--- config.mk ---
export PLATFORM = sky130hd
export DESIGN_NAME = torque_bar_display
export DESIGN_NICKNAME = d
export VERILOG_FILES = /design/src/rtl/torque_bar_display.sv
export SDC_FILE = /design/constraint.sdc
export NUM_CORES = 1
export LEC_CHECK = 0
export BUFFER_PORTS_ARGS = -buffer_cell sky130_fd_sc_hd__buf_2
export CAP_MARGIN = 20
export CORE_MARGIN = 3
export CORE_UTILIZATION = 65
export DETAILED_ROUTE_END_ITERATION = 10
export PLACE_DENSITY = 0.95
export SLEW_MARGIN = 20
export SYNTH_ARGS = -nofsm -noshare
export SYNTH_HDL_FRONTEND = slang
export SYNTH_SLANG_ARGS = --single-unit
export TNS_END_PERCENT = 10
--- constraint.sdc ---
create_clock -name clk -period 5.2 [get_ports clk]
set_input_delay 1.04 -clock clk [delete_from_list [all_inputs] [get_ports clk]]
set_output_delay 1.04 -clock clk [all_outputs]
set_load 0.05 [all_outputs]
--- src/rtl/torque_bar_display.sv ---
// torque_bar_display
//   Drives two LED bar graphs (left and right motor) from the registered drive
//   command. Each bar is a reverse field, a centre marker and a forward field.
//   The displayed position ramps one segment per step tick toward its target,
//   and the centre marker blinks while the drive is disabled.
//
// Ports
//   clk        system clock
//   rst_n      asynchronous active-low reset
//   enable     drive enabled
//   direc      00 forward, 01 reverse, 10 turn left, 11 turn right
//   torque     commanded torque level (TQ_W bits)
//   left_led   left bar: [SEG] centre, [SEG-1:0] forward, [2*SEG:SEG+1] reverse
//   right_led  right bar, same layout
//   settled    both displayed positions equal their targets

module torque_bar_display #(
  parameter int SEG          = 4,
  parameter int TQ_W         = 2,
  parameter int STEP_CYCLES  = 2500000,
  parameter int BLINK_CYCLES = 12500000
) (
  input  logic              clk,
  input  logic              rst_n,
  input  logic              enable,
  input  logic [1:0]        direc,
  input  logic [TQ_W-1:0]   torque,
  output logic [2*SEG:0]    left_led,
  output logic [2*SEG:0]    right_led,
  output logic              settled
);

  localparam int TQ_MAX = 2**TQ_W - 1;
  localparam int LW     = 2*SEG + 1;
  // signed position, range -SEG..+SEG
  localparam int PW     = $clog2(SEG + 1) + 1;
  // holds TQ_MAX*SEG + TQ_MAX without overflow
  localparam int FW     = TQ_W + $clog2(SEG + 1) + 1;
  localparam int SW     = (STEP_CYCLES  > 1) ? $clog2(STEP_CYCLES)  : 1;
  localparam int BW     = (BLINK_CYCLES > 1) ? $clog2(BLINK_CYCLES) : 1;

  // Round-up scaling of torque to segment count: 0 -> 0, TQ_MAX -> SEG.
  function automatic logic signed [PW-1:0] fill(input logic [TQ_W-1:0] x);
    logic [FW-1:0] num;
    logic [FW-1:0] quo;
    num = FW'(x) * FW'(SEG) + FW'(TQ_MAX - 1);
    quo = num / FW'(TQ_MAX);
    return $signed(PW'(quo));
  endfunction

  function automatic logic signed [PW-1:0] step_toward(
    input logic signed [PW-1:0] p,
    input logic signed [PW-1:0] t
  );
    if (p < t)      return p + PW'(1);
    else if (p > t) return p - PW'(1);
    else            return p;
  endfunction

  function automatic logic [LW-1:0] bar(
    input logic signed [PW-1:0] p,
    input logic                 centre
  );
    logic [LW-1:0] b;
    logic [PW-1:0] mag;
    b   = '0;
    mag = p[PW-1] ? PW'(-p) : PW'(p);
    if (p == '0) begin
      b[SEG] = centre;
    end else begin
      for (int i = 0; i < SEG; i++) begin
        if (PW'(i) < mag) begin
          if (p[PW-1]) b[SEG+1+i] = 1'b1;
          else         b[i]       = 1'b1;
        end
      end
    end
    return b;
  endfunction

  logic              en_q,        en_d;
  logic [1:0]        direc_q,     direc_d;
  logic [TQ_W-1:0]   torque_q,    torque_d;
  logic [SW-1:0]     pre_q,       pre_d;
  logic [BW-1:0]     blink_cnt_q, blink_cnt_d;
  logic              blink_ph_q,  blink_ph_d;
  logic signed [PW-1:0] pos_l_q,  pos_l_d;
  logic signed [PW-1:0] pos_r_q,  pos_r_d;
  logic [LW-1:0]     left_led_q,  left_led_d;
  logic [LW-1:0]     right_led_q, right_led_d;
  logic              settled_q,   settled_d;

  logic                 tick;
  logic                 centre;
  logic signed [PW-1:0] f_full, f_half;
  logic signed [PW-1:0] tgt_l, tgt_r;

  always_comb begin
    en_d     = enable;
    direc_d  = direc;
    torque_d = torque;

    // free-running prescaler, never restarted by input changes
    tick  = (pre_q == SW'(STEP_CYCLES - 1));
    pre_d = tick ? '0 : pre_q + SW'(1);

    // blink timebase only runs while disabled so the first "on" lands a
    // full half-period after enable falls
    blink_cnt_d = '0;
    blink_ph_d  = 1'b0;
    if (!en_q) begin
      if (blink_cnt_q == BW'(BLINK_CYCLES - 1)) begin
        blink_cnt_d = '0;
        blink_ph_d  = ~blink_ph_q;
      end else begin
        blink_cnt_d = blink_cnt_q + BW'(1);
        blink_ph_d  = blink_ph_q;
      end
    end

    f_full = fill(torque_q);
    f_half = fill(torque_q >> 1);
    tgt_l  = '0;
    tgt_r  = '0;
    if (en_q) begin
      case (direc_q)
        2'b00: begin tgt_l = f_full;  tgt_r = f_full;  end
        2'b01: begin tgt_l = -f_full; tgt_r = -f_full; end
        2'b10: begin tgt_l = f_half;  tgt_r = f_full;  end
        default: begin tgt_l = f_full; tgt_r = f_half; end
      endcase
    end

    pos_l_d = tick ? step_toward(pos_l_q, tgt_l) : pos_l_q;
    pos_r_d = tick ? step_toward(pos_r_q, tgt_r) : pos_r_q;

    centre      = en_q | blink_ph_q;
    left_led_d  = bar(pos_l_q, centre);
    right_led_d = bar(pos_r_q, centre);
    settled_d   = (pos_l_q == tgt_l) && (pos_r_q == tgt_r);
  end

  always_ff @(posedge clk or negedge rst_n) begin
    if (!rst_n) begin
      en_q        <= 1'b0;
      direc_q     <= '0;
      torque_q    <= '0;
      pre_q       <= '0;
      blink_cnt_q <= '0;
      blink_ph_q  <= 1'b0;
      pos_l_q     <= '0;
      pos_r_q     <= '0;
      left_led_q  <= '0;
      right_led_q <= '0;
      settled_q   <= 1'b1;
    end else begin
      en_q        <= en_d;
      direc_q     <= direc_d;
      torque_q    <= torque_d;
      pre_q       <= pre_d;
      blink_cnt_q <= blink_cnt_d;
      blink_ph_q  <= blink_ph_d;
      pos_l_q     <= pos_l_d;
      pos_r_q     <= pos_r_d;
      left_led_q  <= left_led_d;
      right_led_q <= right_led_d;
      settled_q   <= settled_d;
    end
  end

  assign left_led  = left_led_q;
  assign right_led = right_led_q;
  assign settled   = settled_q;

endmodule

==> impl_metrics.tcl, run 1 <==
set metrics [dict create \
    status "finished clean" \
    clkPwrFrac 0.442 \
    switchingPower_w 0.000282 \
    area_growth_pct 10.4 \
    p_int_w 0.000974 \
    seq_power_share 0.499 \
    clk_latency_ns 0.35 \
    netlist_area_um2 3920 \
    synthMostInstantiatedCell "dfrtp_1" \
    grt_use_total 0.251 \
    leakage_nw 2.11 \
    die_h_um 83.7 \
    initial_core_util 0.691 \
    grt_overflow 0 \
    maxCapViolations 0 \
    yosysTopAreaCell "dfrtp_1" \
    gp_congestion 0.829 \
    setup_tns_ns 0 \
    viasPerCell 6.03 \
    use_met1 0.298 \
    synth_ff_type "dfrtp_1" \
    ys_seq_elements 79 \
    clock_path_buffers 2 \
    synth.top_cell.area_share 0.498 \
    rows 27 \
    firstDrtPassIters 4 \
    tightest_slew_ns 0.953 \
    vdd_drop_max_mv 0.188 \
    dieArea_um2 7000 \
    synth_area_leaders "dfrtp_1 (50%), ha_1 (7.7%), xor2_1 (6.7%)" \
    layout.nets 437 \
    final_cell_area_um2 4330 \
    drt_wl_total_mm 7.98 \
    top_usage_layer "met2" \
    ys_types 44 \
    synthArstFlopShare 1.00 \
    grt_setup_unrepaired "false" \
    grtUsageMet2 0.435 \
    fin_crit_ns 3.29 \
    switching_share 0.224 \
    post-dp-hpwl_mm 5.26 \
    clk_pin_slew_ns 0.09 \
    yosysWarnings 0 \
    post_cts_buffers 0 \
    drt_iter0_drc 267 \
    grt_pass1_wl_mm 14.1 \
    final_antenna_net_count 0 \
    vias 2913 \
    yosysSeqAreaShare 0.504 \
    antenna_found_initial 0 \
    worstSetupPathType "reg -> reg" \
    htree_levels 3 \
    ios 26 \
    required_ns 5.44 \
    slew-limit-headroom 0.364 \
    fin_worst_skew_ns 0.0115 \
    clockRootBuffer "clkbuf_8" \
    finalCritPeriodShare 0.633 \
    finalSetupViolCount 0 \
    die_w_um 83.7 \
    cp-start-kind "flip-flop" \
    cp-end-kind "flip-flop" \
    cp_max_fo 4 \
    cts_tree "done" \
    met3_usage 0.0622 \
    cts_sinks 79 \
    nFillCells 335 \
    postPlaceCellArea_um2 4080 \
    power_density_nw_per_um2 290 \
    core-area_um2 5680 \
    synth_common_cells "dfrtp_1 (78), nor2_1 (64), xor2_1 (30), nand2_1 (26)" \
    critPathArrivalTime_ns 3.53 \
    cts_made_buffers 9 \
    synth.avg_cell_area_um2 10.3 \
    wl_per_cell_um 16.5 \
    fmax_mhz 304 \
    combPwrFrac 0.060 \
    final_hold_viol_count 0 \
    cts_hold_buf 0 \
    syn_nets 413 \
    drc 0 \
    synth-edff-count 0 \
    grt_pass1_vias 3023 \
    slew_violations 0 \
    drive_gt1_frac 0.122 \
    grt_max_degree 80 \
    cts_resized 0 \
    syn_inst 382 \
    hold_path_class "reg -> reg" \
    portBuffers 25 \
    n_antenna_cell 0 \
]
==> registers in the layout, indices dropped and copies added, names as in the netlist <==
name,count
direc_q,2
en_q,1
pos_l_q,4
torque_q,2
pre_q,22
right_led,9
settled,1
blink_ph_q,1
pos_r_q,4
left_led,9
blink_cnt_q,24
==> placed cells by master (no fill, tap or decap), types with 2 or more instances in the layout <==
cell	n
xnor2_1	20
or4b_1	2
nand3b_1	2
a21boi_0	4
clkbuf_8	10
mux2_2	2
o21a_1	5
nor4_1	3
nand2b_1	5
mux2i_1	2
and2_1	3
and4_1	4
nand4_1	12
nand3_1	24
bufinv_16	3
nor2_1	64
xor2_1	30
and3_1	8
buf_2	24
inv_1	14
clkinv_2	2
ha_1	24
nor2b_1	4
mux2_4	2
o21ai_0	7
nor3_1	4
nand2_1	26
dfrtp_1	78
a21oi_1	5
==> layer usage <==
metal | part of all wire | up-vias
met5 | 0 | -
li1 | - | 1338
met2 | 0.52 | 97
met1 | 0.40 | 1448
met3 | 0.046 | 30
met4 | 0.032 | 0
==> layout make-up <==
type,instances,area (µm²),area share
flip-flops and latches,79,1980,0.457
inverters,14,52.6,0.0121
repair buffers,25,128,0.0295
multi-input cells,277,1840,0.424
clock buffers,10,138,0.0318
clock inverters,6,108,0.0249
well taps,72,90.1,0.0208
==> metrics by stage <==
stage	cells	power, W	utilization	setup WS, ns	hold slack (ns)
detailed placement	467	0.000712	0.720	2.02	0.471
CTS	483	0.00126	0.763	1.95	0.483
global placement	467	0.000705	0.720	2.32	0.462
floorplan	382	0.000684	-	2.45	0.436
finish	483	0.00126	0.763	1.91	0.488
global route	483	0.00130	0.763	1.64	0.522
==> worst max-delay path, cell delays in order, from the launching register on <==
cell     delay [ns]
dfrtp_1        0.41
inv_1          0.10
ha_1           0.24
inv_1          0.09
nor2_1         0.19
mux2_2         0.19
nand2_1        0.05
ha_1           0.19
o21ai_0        0.15
o21ai_0        0.12
a31oi_1        0.46
xnor2_1        0.17
ha_1           0.21
inv_1          0.10
nand3_1        0.10
mux2i_1        0.16
nand2_1        0.09
xnor2_1        0.16
==> power by group through the flow <==
stage	clock, W	combinational (W)	sequential [W]
after floorplan	0	0.0000396	0.000644
after global placement	0	0.0000676	0.000637
after detailed placement	0	0.0000739	0.000638
after CTS	0.000560	0.0000749	0.000626
after global routing	0.000587	0.0000833	0.000627
final	0.000555	0.0000748	0.000626
==> cells by family after synthesis <==
family          synth area share
flops                      0.504
xor+xnor                   0.112
fa+ha+maj                 0.0766
mux                       0.0185
compound gates            0.0555
simple gates               0.206
buf+inv                   0.0278
==> path summary, 6_finish.rpt <==
| check | from | to | slack, ns | depth (start not counted) |
|---|---|---|---|---|
| min reg2reg | pre_q[21] | pre_q[21] | 0.49 | 1 |
| min in group asynchronous | rst_n | pos_l_q[2] | 0.82 | 1 |
| max in group asynchronous | rst_n | blink_cnt_q[19] | 3.75 | 1 |
| max reg2reg | direc_q[1] | pos_l_q[2] | 1.91 | 17 |
| min | pre_q[21] | pre_q[21] | 0.49 | 1 |
| max | direc_q[1] | pos_l_q[2] | 1.91 | 17 |
Note: power is estimated with default switching activity, not from simulation.
==> run 2, diff against run 1 <==
--- a/config.mk
+++ b/config.mk
@@ -8,9 +8,9 @@
 export BUFFER_PORTS_ARGS = -buffer_cell sky130_fd_sc_hd__buf_2
 export CAP_MARGIN = 20
 export CORE_MARGIN = 3
-export CORE_UTILIZATION = 65
+export CORE_UTILIZATION = 60
 export DETAILED_ROUTE_END_ITERATION = 10
-export PLACE_DENSITY = 0.95
+export PLACE_DENSITY = 0.89
 export SLEW_MARGIN = 20
 export SYNTH_ARGS = -nofsm -noshare
 export SYNTH_HDL_FRONTEND = slang
==> constraint.sdc (replaced) <==
create_clock -name clk -period 3.19 [get_ports clk]
set_input_delay 0.638 -clock clk [delete_from_list [all_inputs] [get_ports clk]]
set_output_delay 0.638 -clock clk [all_outputs]
set_load 0.05 [all_outputs]
==> run 2 against run 1 <==
Combinational power is 63% higher. Worst setup slack lost 1.6 ns. Die area rose by 7.7%. Utilization down 5.6 points. Clock power grew 45%. Register-to-register slack got worse by 1.6 ns. Critical path depth down 3. Via count fell by 6.7%. Non-clock buffer count up 3. Global-route usage down 5.0 points. Sequential share of layout area down 0.066 points. Critical path type unchanged. Critical endpoint is now pos_r_q[2].
==> impl_metrics.tcl, run 2 (same netlist as run 1, synthesis figures left out) <==
set metrics [dict create \
    grt_pass1_vias 2734 \
    die_h_um 86.9 \
    fin_crit_ns 2.87 \
    grt_max_degree 80 \
    layout.nets 440 \
    hold_path_class "in -> reg" \
    required_ns 3.41 \
    ios 26 \
    area_growth_pct 10.5 \
    final_cell_mix "dfrtp_1 (78), nor2_1 (64), xor2_1 (30), nand2_1 (26)" \
    cp-start-kind "flip-flop" \
    portBuffers 25 \
    n_antenna_cell 0 \
    finalCritPeriodShare 0.899 \
    wl_per_cell_um 13.8 \
    grt_overflow 0 \
    post-dp-hpwl_mm 4.75 \
    leakage_nw 2.11 \
    cts_tree "done" \
    status "finished clean" \
    htree_levels 3 \
    initial_core_util 0.640 \
    vias 2719 \
    fin_util 0.707 \
    tightest_slew_ns 0.944 \
    fmax_mhz 349 \
    viasPerCell 5.56 \
    cp-end-kind "flip-flop" \
    critPathArrivalTime_ns 3.09 \
    dieArea_um2 7540 \
    drt_wl_total_mm 6.76 \
    clockRootBuffer "clkbuf_8" \
    largest-register "blink_cnt_q" \
    worstSetupPathType "reg -> reg" \
    grt_setup_unrepaired "false" \
    drt_iter0_drc 115 \
    post_cts_buffers 0 \
    cts_made_buffers 9 \
    clk_pin_slew_ns 0.08 \
    cts_resized 0 \
    maxCapViolations 0 \
    p_total_w 0.00195 \
    drive_gt1_frac 0.130 \
    mostFrequentLayoutCell "dfrtp_1" \
    largest_register_ffs 24 \
    fin_worst_skew_ns 0.00923 \
    grt_use_total 0.201 \
    setup_tns_ns 0 \
    cp_max_fo 5 \
    clk_latency_ns 0.35 \
    core-area_um2 6130 \
    cts_hold_buf 0 \
    final_cell_area_um2 4340 \
    nFillCells 429 \
    grt_pass1_wl_mm 11.9 \
    slew_violations 0 \
    rows 28 \
    top_regs "blink_cnt_q: 24 flops, pre_q: 22 flops" \
    die_w_um 86.9 \
    final_hold_viol_count 0 \
    finalSetupViolCount 0 \
    cts_sinks 79 \
    power_density_nw_per_um2 449 \
    clock_path_buffers 2 \
    antenna_found_initial 0 \
    slew-limit-headroom 0.370 \
    gp_congestion 0.854 \
    postPlaceCellArea_um2 4110 \
    drc 0 \
    final_antenna_net_count 0 \
    firstDrtPassIters 4 \
    vdd_drop_max_mv 0.475 \
]
-- run 2: area by class of cell --
type | instances | area, µm² | share of cell area
clock buffers | 9 | 124 | 0.0286
clock inverters | 7 | 97.6 | 0.0225
inverters | 14 | 52.6 | 0.0121
multi-input cells | 277 | 1840 | 0.424
flip-flops and latches | 79 | 1980 | 0.456
well taps | 75 | 93.8 | 0.0216
repair buffers | 28 | 150 | 0.0346
-- run 2: power breakdown --
part           switching [W]  total [W]  leakage (nW)  internal (W)
Clock               0.000364   0.000806         0.105      0.000441
Sequential        0.00000707    0.00102          1.07       0.00101
Combinational      0.0000813   0.000122         0.940     0.0000405
Total               0.000453    0.00195          2.11       0.00149
-- run 2: final timing paths --
check,start,cells past startpoint,slack (ns),end
worst min-delay path,enable,1,0.39,en_q
max in group asynchronous,rst_n,1,2.15,right_led[3]
worst max-delay path,torque_q[1],14,0.32,pos_r_q[2]
min in group asynchronous,rst_n,1,0.42,pre_q[13]
worst min register to register,pre_q[21],1,0.48,pre_q[21]
worst max register to register,torque_q[1],14,0.32,pos_r_q[2]
-- run 2: critical path, stage by stage, from the launching register on --
cell and delay [ns]:
dfrtp_1 0.41, inv_1 0.10, ha_1 0.30, o21ai_0 0.08
a221o_1 0.31, ha_1 0.29, nand3_1 0.08, nor2_1 0.05
a21oi_2 0.27, xnor2_1 0.11, ha_1 0.20, nor3b_1 0.17
mux2_2 0.17, nand2_1 0.06, xnor2_1 0.15
-- run 2: layer usage --
metal  up-vias  track usage  part of all wire
li1       1338            -                 -
met1      1328        0.241              0.45
met2        43        0.338              0.49
met3        10       0.0587             0.039
met4         0       0.0850             0.017
met5         -            0                 0
-- run 2: through the flow --
stage / setup WS (ns) / std cells / hold slack (ns)
2_1_floorplan: 0.440 / 382 / 0.342
3_3_place_gp: 0.304 / 473 / 0.469
3_5_place_dp: 0.175 / 473 / 0.461
4_1_cts: 0.150 / 489 / 0.380
5_1_grt: 0.0467 / 489 / 0.370
6_report: 0.321 / 489 / 0.394
==> run 3, diff against run 2 <==
--- a/config.mk
+++ b/config.mk
@@ -5,11 +5,12 @@
 export SDC_FILE = /design/constraint.sdc
 export NUM_CORES = 1
 export LEC_CHECK = 0
-export BUFFER_PORTS_ARGS = -buffer_cell sky130_fd_sc_hd__buf_2
 export CAP_MARGIN = 20
 export CORE_MARGIN = 3
-export CORE_UTILIZATION = 60
+export CORE_UTILIZATION = 63
 export DETAILED_ROUTE_END_ITERATION = 10
+export DONT_BUFFER_PORTS = 1
+export GPL_ROUTABILITY_DRIVEN = 0
 export PLACE_DENSITY = 0.89
 export SLEW_MARGIN = 20
 export SYNTH_ARGS = -nofsm -noshare
==> run 3 against run 2 <==
Critical path depth did not move. Utilization fell by 0.64 points. Wire length rose by 2.4%. Die area fell by 4.4%. Critical endpoint unchanged. Critical path type unchanged. Combinational power fell by 14%. Sequential cell count did not move. Fmax fell by 0.56%. Final cell count fell by 4.9%. Via count fell by 3.1%. Worst setup slack got worse by 0.016 ns.
==> impl_metrics.tcl, run 3 (same netlist as run 1, synthesis figures left out) <==
set metrics [dict create \
    status "finished clean" \
    dieArea_um2 7210 \
    wl_per_cell_um 14.9 \
    die_h_um 84.9 \
    final_cell_mix "dfrtp_1 (78), nor2_1 (64), xor2_1 (30), nand2_1 (26)" \
    grt_setup_unrepaired "false" \
    slew-limit-headroom 0.694 \
    cp-start-kind "flip-flop" \
    finalCritPeriodShare 0.904 \
    largest_register_ffs 24 \
    final_hold_viol_count 0 \
    placedCellCount 448 \
    power_density_nw_per_um2 432 \
    fin_crit_ns 2.89 \
    post-dp-hpwl_mm 4.75 \
    mostFrequentLayoutCell "dfrtp_1" \
    grt_max_degree 79 \
    portBuffers 0 \
    drt_iter0_drc 154 \
    clk_pin_slew_ns 0.08 \
    post_cts_buffers 0 \
    nFillCells 417 \
    r2r_cells 14 \
    seq_area_um2 1980 \
    cts_made_buffers 9 \
    layout.nets 416 \
    vias 2636 \
    ios 26 \
    grt_overflow 0 \
    setup_tns_ns 0 \
    fin_worst_skew_ns 0.00669 \
    multiInputGateArea_um2 1840 \
    cp_max_fo 5 \
    finalSetupViolCount 0 \
    final_antenna_net_count 0 \
    fin_util 0.701 \
    n_antenna_cell 0 \
    htree_levels 3 \
    slew_violations 0 \
    drt_wl_total_mm 6.92 \
    core-area_um2 5990 \
    grt_pass1_vias 2618 \
    die_w_um 84.9 \
    drive_gt1_frac 0.0769 \
    largest-register "blink_cnt_q" \
    clockRootBuffer "clkbuf_8" \
    final_cells 465 \
    cts_tree "done" \
    critPathArrivalTime_ns 3.12 \
    grt_use_total 0.208 \
    maxCapViolations 0 \
    area_growth_pct 7.02 \
    initial_core_util 0.655 \
    hold_path_class "in -> async" \
    viasPerCell 5.67 \
    firstDrtPassIters 4 \
    clock_path_buffers 2 \
    fmax_mhz 347 \
    grt_pass1_wl_mm 12.0 \
    drc 0 \
    antenna_found_initial 0 \
    required_ns 3.43 \
    cts_sinks 79 \
    vdd_drop_max_mv 0.293 \
    tightest_slew_ns 0.459 \
    cp-end-kind "flip-flop" \
    leakage_nw 1.98 \
    worstSetupPathType "reg -> reg" \
    top_regs "blink_cnt_q: 24 flops, pre_q: 22 flops" \
    clk_latency_ns 0.35 \
    rows 28 \
]
==> run 3: area by class of cell <==
| class | count | area share |
|---|---|---|
| Clock buffer | 10 | 0.0328 |
| Clock inverter | 6 | 0.0110 |
| Inverter | 14 | 0.0125 |
| Multi-Input combinational cell | 277 | 0.438 |
| Sequential cell | 79 | 0.471 |
| Tap cell | 75 | 0.0224 |
| Timing Repair Buffer | 4 | 0.0119 |
==> run 3: worst max-delay path: stages (launching register included) <==
cell and delay (ns):
dfrtp_1 0.41, inv_1 0.10, ha_1 0.30, o21ai_0 0.09, a221o_1 0.32, ha_1 0.29, nand3_1 0.09, nor2_1 0.05
a21oi_2 0.27, xnor2_1 0.11, ha_1 0.20, nor3b_1 0.17, mux2_2 0.17, nand2_1 0.06, xnor2_1 0.12
==> run 3: through the flow <==
| stage | cell area (µm²) | worst slack (ns) | hold WS, ns | power [W] |
|---|---|---|---|---|
| 6_report | 4200 | 0.305 | 0.114 | 0.00181 |
| 2_1_floorplan | 3920 | 0.440 | 0.342 | 0.00111 |
| 3_5_place_dp | 3980 | 0.107 | 0.344 | 0.00114 |
| 4_1_cts | 4190 | 0.0871 | 0.108 | 0.00183 |
| 5_1_grt | 4200 | 0.0437 | 0.0913 | 0.00189 |
| 3_3_place_gp | 3980 | 0.326 | 0.344 | 0.00113 |
==> run 3: report_power, final <==
group	switching, W	internal [W]
combinational	0.0000662	0.0000391
clock	0.000370	0.000306
sequential	0.0000202	0.00101
==> run 3: per-layer routing <==
metal	track usage	part of all wire	vias up
li1	-	-	1294
met1	0.273	0.46	1271
met2	0.341	0.49	56
met3	0.0515	0.036	15
met4	0.0662	0.018	0
met5	0	0	-
==> run 3: path summary, 6_finish.rpt <==
kind                              from              end  slack, ns
min in group clk              direc[1]       direc_q[1]       0.31
min                              rst_n          settled       0.11
max reg2reg                torque_q[1]       pos_r_q[2]       0.30
max                        torque_q[1]       pos_r_q[2]       0.30
max in group asynchronous        rst_n  blink_cnt_q[10]       2.71
min reg2reg                   pre_q[0]         pre_q[0]       0.49
==> run 3: repair_timing <==
item,in CTS,in global routing
setup endpoints to repair,0,1
resized for setup,0,1
hold buffers,1,0
endpoints found under the hold margin,78,0
